### config.mk
export PLATFORM = sky130hd
export DESIGN_NAME = mem_stage
export DESIGN_NICKNAME = d
export VERILOG_FILES = /design/src/rtl/mem_stage.sv
export SDC_FILE = /design/constraint.sdc
export NUM_CORES = 1
export LEC_CHECK = 0
export BUFFER_PORTS_ARGS = -buffer_cell sky130_fd_sc_hd__buf_2
export CORE_ASPECT_RATIO = 0.9
export CORE_MARGIN = 2
export CORE_UTILIZATION = 50
export CTS_CLUSTER_DIAMETER = 40
export DETAILED_ROUTE_END_ITERATION = 7
export GPL_TIMING_DRIVEN = 0
export PLACE_DENSITY_LB_ADDON = 0.3
export SLEW_MARGIN = 20
export SYNTH_ARGS = -nofsm -noshare
export SYNTH_HDL_FRONTEND = slang
export SYNTH_SLANG_ARGS = --single-unit
### constraint.sdc
create_clock -name clk -period 5.7 [get_ports clk]
set_input_delay 0.285 -clock clk [delete_from_list [all_inputs] [get_ports clk]]
set_output_delay 0.285 -clock clk [all_outputs]
set_load 0.03 [all_outputs]
### src/rtl/mem_stage.sv
// Memory-access pipeline stage: issues aligned load/store requests to data memory,
// extracts and extends load data, and produces the single-pulse MEM/WB writeback bundle.
module mem_stage #(
    parameter int DataWidth    = 32,
    parameter int RegAddrWidth = 5
) (
    input  logic                    clk,
    input  logic                    rst,
    input  logic                    ex_valid,
    output logic                    ex_ready,
    input  logic [DataWidth-1:0]    ex_alu_res,
    input  logic [DataWidth-1:0]    ex_store_data,
    input  logic [RegAddrWidth-1:0] ex_rd,
    input  logic                    ex_rd_wr,
    input  logic                    ex_mem_rd,
    input  logic                    ex_mem_wr,
    input  logic [1:0]              ex_mem_size,
    input  logic                    ex_mem_unsigned,
    input  logic                    flush,
    output logic                    dmem_req_valid,
    input  logic                    dmem_req_ready,
    output logic [DataWidth-1:0]    dmem_addr,
    output logic                    dmem_we,
    output logic [3:0]              dmem_be,
    output logic [DataWidth-1:0]    dmem_wdata,
    input  logic                    dmem_rsp_valid,
    input  logic [DataWidth-1:0]    dmem_rdata,
    output logic                    wb_valid,
    output logic [RegAddrWidth-1:0] wb_rd,
    output logic                    wb_rd_wr,
    output logic [DataWidth-1:0]    wb_data,
    output logic                    misaligned,
    output logic [DataWidth-1:0]    misaligned_addr
);

    typedef enum logic [1:0] {IDLE, REQ, WAIT, DROP} state_t;

    state_t                  state, state_nxt;
    logic                    accept, is_mem, misalign;
    logic [3:0]              be_calc;
    logic [DataWidth-1:0]    wdata_calc;
    logic [DataWidth-1:0]    lane, load_data;
    logic                    sign_bit;

    logic [1:0]              off_q, size_q;
    logic                    unsigned_q, load_q, rd_wr_q;
    logic [RegAddrWidth-1:0] rd_q;

    assign ex_ready       = (state == IDLE);
    assign dmem_req_valid = (state == REQ);
    assign accept         = ex_valid && !flush && (state == IDLE);
    assign is_mem         = ex_mem_rd | ex_mem_wr;

    // NOTE: every combinational output gets a default first so no path infers a latch.
    always_comb begin
        misalign   = 1'b0;
        be_calc    = 4'hF;
        wdata_calc = ex_store_data;
        case (ex_mem_size)
            2'd0: begin
                be_calc    = 4'b0001 << ex_alu_res[1:0];
                wdata_calc = {4{ex_store_data[7:0]}};
            end
            2'd1: begin
                misalign   = ex_alu_res[0];
                be_calc    = 4'b0011 << ex_alu_res[1:0];
                wdata_calc = {2{ex_store_data[15:0]}};
            end
            default: misalign = (ex_alu_res[1:0] != 2'b00);
        endcase
    end

    // Lane 0 of the shifted word holds the addressed byte/half.
    always_comb begin
        lane      = dmem_rdata >> {off_q, 3'b000};
        sign_bit  = 1'b0;
        load_data = dmem_rdata;
        case (size_q)
            2'd0: begin
                sign_bit  = lane[7] & ~unsigned_q;
                load_data = {{(DataWidth-8){sign_bit}}, lane[7:0]};
            end
            2'd1: begin
                sign_bit  = lane[15] & ~unsigned_q;
                load_data = {{(DataWidth-16){sign_bit}}, lane[15:0]};
            end
            default: load_data = dmem_rdata;
        endcase
    end

    always_comb begin
        state_nxt = state;
        case (state)
            IDLE: if (accept && is_mem && !misalign) state_nxt = REQ;
            REQ: begin
                if (flush)               state_nxt = dmem_req_ready ? DROP : IDLE;
                else if (dmem_req_ready) state_nxt = WAIT;
            end
            // A response arriving alongside flush retires the access; waiting in DROP would hang.
            WAIT: begin
                if (dmem_rsp_valid) state_nxt = IDLE;
                else if (flush)     state_nxt = DROP;
            end
            DROP: if (dmem_rsp_valid) state_nxt = IDLE;
            default: state_nxt = IDLE;
        endcase
    end

    // NOTE: sequential state uses non-blocking assignments so all registers update together.
    always_ff @(posedge clk or posedge rst) begin
        if (rst) state <= IDLE;
        else     state <= state_nxt;
    end

    always_ff @(posedge clk or posedge rst) begin
        if (rst) begin
            wb_valid        <= 1'b0;
            wb_rd           <= '0;
            wb_rd_wr        <= 1'b0;
            wb_data         <= '0;
            misaligned      <= 1'b0;
            misaligned_addr <= '0;
            dmem_addr       <= '0;
            dmem_we         <= 1'b0;
            dmem_be         <= 4'h0;
            dmem_wdata      <= '0;
            off_q           <= 2'b00;
            size_q          <= 2'b00;
            unsigned_q      <= 1'b0;
            load_q          <= 1'b0;
            rd_q            <= '0;
            rd_wr_q         <= 1'b0;
        end else begin
            wb_valid   <= 1'b0;
            misaligned <= 1'b0;
            if (accept) begin
                if (!is_mem) begin
                    wb_valid <= 1'b1;
                    wb_rd    <= ex_rd;
                    wb_rd_wr <= ex_rd_wr;
                    wb_data  <= ex_alu_res;
                end else if (misalign) begin
                    misaligned      <= 1'b1;
                    misaligned_addr <= ex_alu_res;
                    wb_valid        <= 1'b1;
                    wb_rd           <= ex_rd;
                    wb_rd_wr        <= 1'b0;
                    wb_data         <= ex_alu_res;
                end else begin
                    dmem_addr  <= {ex_alu_res[DataWidth-1:2], 2'b00};
                    dmem_we    <= ex_mem_wr;
                    dmem_be    <= be_calc;
                    dmem_wdata <= ex_mem_wr ? wdata_calc : '0;
                    off_q      <= ex_alu_res[1:0];
                    size_q     <= ex_mem_size;
                    unsigned_q <= ex_mem_unsigned;
                    load_q     <= ex_mem_rd;
                    rd_q       <= ex_rd;
                    rd_wr_q    <= ex_rd_wr;
                end
            end
            if (state == WAIT && dmem_rsp_valid && !flush) begin
                wb_valid <= 1'b1;
                wb_rd    <= rd_q;
                wb_rd_wr <= load_q & rd_wr_q;
                wb_data  <= load_q ? load_data : '0;
            end
        end
    end

endmodule

After elaboration in Yosys (flattened, before gate mapping)
Index checks and enable logic that the tools add are counted.
{"block": "word_totals", "register_bits": 153, "inputBits": 113, "out_inout_bits": 143, "word_cells": 85}
{"block": "op_classes", "eq_ne": 10, "shifts": 3, "n_mux": 32, "bitwise": 6, "reduce_logical": 17}
{"op": "two-way mux 32 bit", "n": 6}
{"op": "one-hot mux 32 bit (2 select lines)", "n": 2}
{"op": "right shift 32 x 5 -> 16 bit", "n": 1}
{"op": "two-way mux 5 bit", "n": 4}
{"op": "two-way mux 2 bit", "n": 7}
{"op": "two-way mux 1 bit", "n": 10}
{"op": "one-hot mux 2 bit (4 select lines)", "n": 1}
{"op": "one-hot mux 4 bit (2 select lines)", "n": 1}
{"op": "equality test 2 x 1 -> 1 bit (second input constant)", "n": 3}
{"op": "logical AND 1 bit", "n": 6}
{"op": "logical NOT 2 bit", "n": 3}
{"op": "AND reduction 3 bit", "n": 2}
{"op": "equality test 2 bit (second input constant)", "n": 2}
{"op": "AND reduction 4 bit", "n": 1}
{"op": "nonzero test 2 bit", "n": 2}
{"op": "left shift 1 x 2 -> 4 bit (first input constant)", "n": 1}
{"op": "left shift 2 x 2 -> 4 bit (first input constant)", "n": 1}
{"op": "AND 1 bit", "n": 3}
{"op": "inequality test 3 x 1 -> 1 bit (second input constant)", "n": 1}
{"op": "inequality test 3 x 2 -> 1 bit (second input constant)", "n": 1}
{"op": "inequality test 3 bit (second input constant)", "n": 1}
{"op": "logical NOT 1 bit", "n": 2}
{"op": "inequality test 2 x 1 -> 1 bit (second input constant)", "n": 1}
{"op": "inequality test 2 bit (second input constant)", "n": 1}
{"op": "4 further kinds", "n": 5}

Logic depth before layout (Yosys ltp)
{"block": "depth", "ltp_word": 7, "mapped_depth": 8, "depth_no_buf": 5}

Worst setup path after synthesis
Ideal clock, no wire load.
{"block": "synth_path", "path_kind": "register -> register", "start": "register state[1]", "end": "register misaligned_addr[10]", "setup_time_ps": 125, "t_arrival_ps": 1761, "required_ps": 5575, "slack_ps": 3814, "stages_incl_launch_ff": 7, "path_buffers": 2, "period_less_slack_ps": 1886, "path_cell_list": "dfrtp_1 buf_2 nor4b_4 o21ai_2 nor3_4 buf_4 mux2_2"}
{"block": "synth_between", "elab_chain_len": 3}
{"item": "start, declared", "line_no": "38", "source": "state_t state, state_nxt;"}
{"item": "start signal, assigned", "line_no": "112", "source": "else state <= state_nxt;"}
{"item": "logical NOT 2 bit", "line_no": "51", "source": "assign accept = ex_valid && !flush && (state == IDLE);"}
{"item": "logical AND 1 bit", "line_no": "51"}
{"item": "AND reduction 3 bit (no source line)"}
{"item": "end signal, assigned", "line_no": "144", "source": "misaligned_addr <= ex_alu_res;"}
{"item": "end, declared", "line_no": "33", "source": "output logic [DataWidth-1:0] misaligned_addr"}
No other way between the ends.
A chain may end at the register's enable or synchronous reset.

Final worst setup path
{"block": "layout_path", "start": "register state[0]", "end": "register misaligned_addr[4]"}
The elaborated chain is that of the path after synthesis.

==> impl_metrics.yaml <==
placed_design:
  dp_hpwl_um: 16400
  pre_cts_slack_ps: 3450
  gp_congestion: 0.924
  numPortBuffers: 250
clock_network:
  cts_setup_buffers: 0
  cts_buffer_depth: 2
  cts-root-buf: "clkbuf_16"
  clkTransAtPathRegs_ps: 60
  h-tree-depth: 4
  cts_buffers: 17
  cts_tree: "yes"
  cts_sinks: 153
  insertion_delay_ps: 420
worst_setup_path:
  path_max_fanout: 10
  crit_type: "reg -> reg"
  crit_required_ps: 6000
  endpoint_kind: "flip-flop"
  critPathLaunch: "state[0]"
  r2r-start: "state[0]"
  start_kind: "flip-flop"
  arrival_ps: 2570
timing:
  finalClockSkew_ps: 7.06
  period_needed_ps: 2270
  clock.fmax_mhz: 441
  tightestPinTransition_ps: 730
  rsz0062_at_grt: "false"
  slew_violations: 0
  slew_headroom_pct: 51.4
  setup_slack_ps: 3430
  fin_crit_sh_pct: 39.8
  setup_violations: 0
  hold_viol: 0
drt:
  wire_per_inst_um: 19.1
  firstDrtPassIters: 5
  routed_via_density: 5.74
  drtIter0Drc: 503
  vias: 6551
  drc: 0
  drt_wl_total_um: 21800
  antenna_left: 0
yosys:
  synth_cell_type_count: 57
  synth_area_per_cell_um2: 11.1
  yosysWarningCount: 0
  ys.flop_type: "dfrtp_1"
  synth_edf_count: 0
  synth_area_um2: 7300
  ys_seq_area_share_pct: 52.4
  async_flop_share_pct: 100
  synthCells: 661
  ys_seq_elements: 153
global_routing:
  overflow: 0
  grt_pass1_vias: 6492
  grt_usage_pct: 28.4
  grt_pass1_wl_um: 34600
  grt_max_degree: 81
  antenna_found_initial: 2
finish:
  seq_area_um2: 3830
  synthToLayoutAreaGrowth_pct: 29.7
  nFillCells: 1177
  fin_util_pct: 66.9
  drive_gt1_share_pct: 41.8
  nNetsFinal: 1046
  multi_input_area_um2: 3140
pwr:
  p_sw_share_pct: 43.8
  clkPwrFrac_pct: 20.6
  seq_power_share_pct: 32.4
  p_sw_w: 0.00253
  p_per_area_nw_per_um2: 608
  intPower_w: 0.00324
  peakVddDrop_mv: 0.346
  leakagePower_nw: 4.61
  pwr-share-comb_pct: 47.0
outcome:
  outcome: "completed"
floorplan:
  io_pins: 256
  die_w_um: 131
  rows: 41
  core_area_um2: 14200
  start_util_pct: 51.6
  die-area_um2: 15600
  die_h_um: 119
min_path:
  hold_path_startpoint: "ex_mem_unsigned"
  hold_path.class: "in -> reg"
run:
  maxCapViolCount: 0
cells in the mapped netlist, drive strengths merged, types with 2 or more instances:
| master | instances | share of area [%] |
|---|---|---|
| dfrtp | 153 | 52 |
| nand2 | 96 | 5.0 |
| mux2 | 75 | 12 |
| o21ai | 55 | 3.8 |
| mux2i | 34 | 4.7 |
| buf | 30 | 2.5 |
| clkbuf | 29 | 1.5 |
| o221ai | 25 | 3.1 |
| o31ai | 25 | 2.6 |
| nor2 | 23 | 1.2 |
| a21oi | 20 | 1.4 |
| a31oi | 12 | 1.0 |
| inv | 11 | 0.57 |
| nand3b | 8 | 0.82 |
| a222oi | 7 | 0.96 |
| a2bb2oi | 7 | 0.84 |
| o211ai | 7 | 0.72 |
| nand2b | 3 | 0.26 |
| o2111ai | 3 | 0.60 |
| a211o | 2 | 0.24 |
| a21boi | 2 | 0.21 |
| a221o | 2 | 0.27 |
| and2 | 2 | 0.17 |
| nor2b | 2 | 0.17 |
| nor3 | 2 | 0.29 |
| o32ai | 2 | 0.24 |
| or3 | 2 | 0.17 |
| xnor2 | 2 | 0.24 |
cell usage in the layout (no fill, tap or decap), types with 23 or more instances in the layout:
cell and n:
buf_2 267, clkbuf_1 31, dfrtp_1 153, mux2_2 75, mux2i_1 34, nand2_1 95, nor2_1 23, o21ai_0 54
o221ai_1 24, o31ai_1 25
state kept, by name (all words and copies together) (netlist names), 2 cells and up:
register and count:
size_q 2, dmem_be 4, off_q 2, dmem_addr 30
state 2, rd_q 5, wb_rd 5, misaligned_addr 32
wb_data 32, dmem_wdata 32
worst paths after layout:
check	slack, ps	depth (start not counted)	end
worst max-delay path	3430	5	misaligned_addr[4]
min in group asynchronous	480	3	misaligned_addr[16]
max in group asynchronous	4410	4	misaligned_addr[4]
worst max register to register	3430	5	misaligned_addr[4]
worst min-delay path	110	2	unsigned_q
worst min register to register	470	2	dmem_wdata[19]
layer usage:
layer | part of all wire, % | global-route usage, %
met5 | 0 | 0
met4 | 2.1 | 8.76
met3 | 8.3 | 7.29
met2 | 47 | 45.4
met1 | 43 | 38.1
logic make-up (layout without fill, tap and decap cells):
family / after synthesis / count (layout) / synth area share (%)
mux: 110 / 110 / 16.5
other cells: 1 / 4 / 0.0513
buf+inv: 71 / 355 / 4.62
flops: 153 / 153 / 52.4
simple gates: 146 / 146 / 9.16
compound gates: 178 / 178 / 17.0
xor+xnor: 2 / 2 / 0.240
what timing repair did:
item	in CTS	in global routing
hold buffers	1	0
endpoints found under the hold margin	73	0
resized for setup	0	0
endpoints found under the setup margin	0	0
critical path, stage by stage, from the launching register on:
cell     delay (ps)
dfrtp_1         480
nor4b_4         380
o21ai_2         180
nor3_4          450
buf_4           300
mux2_2          350
final cells by class:
type / count / share of cell area (%)
plain buffers: 59 / 3.09
clock inverters: 11 / 1.80
repair buffers: 252 / 13.6
clock buffers: 21 / 4.76
inverters: 12 / 0.555
diodes: 2 / 0.0528
well taps: 193 / 2.55
multi-input cells: 438 / 33.2
flip-flops and latches: 153 / 40.4
metrics by stage:
step	power [W]	cell area, um^2	TNS (ps)	hold slack, ps	instances
after global placement	0.00452	8800	-64280	456	1105
after global routing	0.00606	9470	0	103	1141
after detailed placement	0.00458	8840	0	381	1106
final	0.00576	9470	0	112	1141
after floorplan	0.00374	7310	0	418	662
after CTS	0.00578	9470	0	86.5	1139
power by group through the flow:
| stage | Clock (W) | Sequential (W) | Combinational [W] |
|---|---|---|---|
| 6_report | 0.00119 | 0.00186 | 0.00271 |
| 5_1_grt | 0.00125 | 0.00193 | 0.00288 |
| 4_1_cts | 0.00120 | 0.00186 | 0.00271 |
| 3_5_place_dp | 0 | 0.00187 | 0.00271 |
| 3_3_place_gp | 0 | 0.00185 | 0.00267 |
| 2_1_floorplan | 0 | 0.00278 | 0.000960 |
Power figures use the tool's default switching activity.
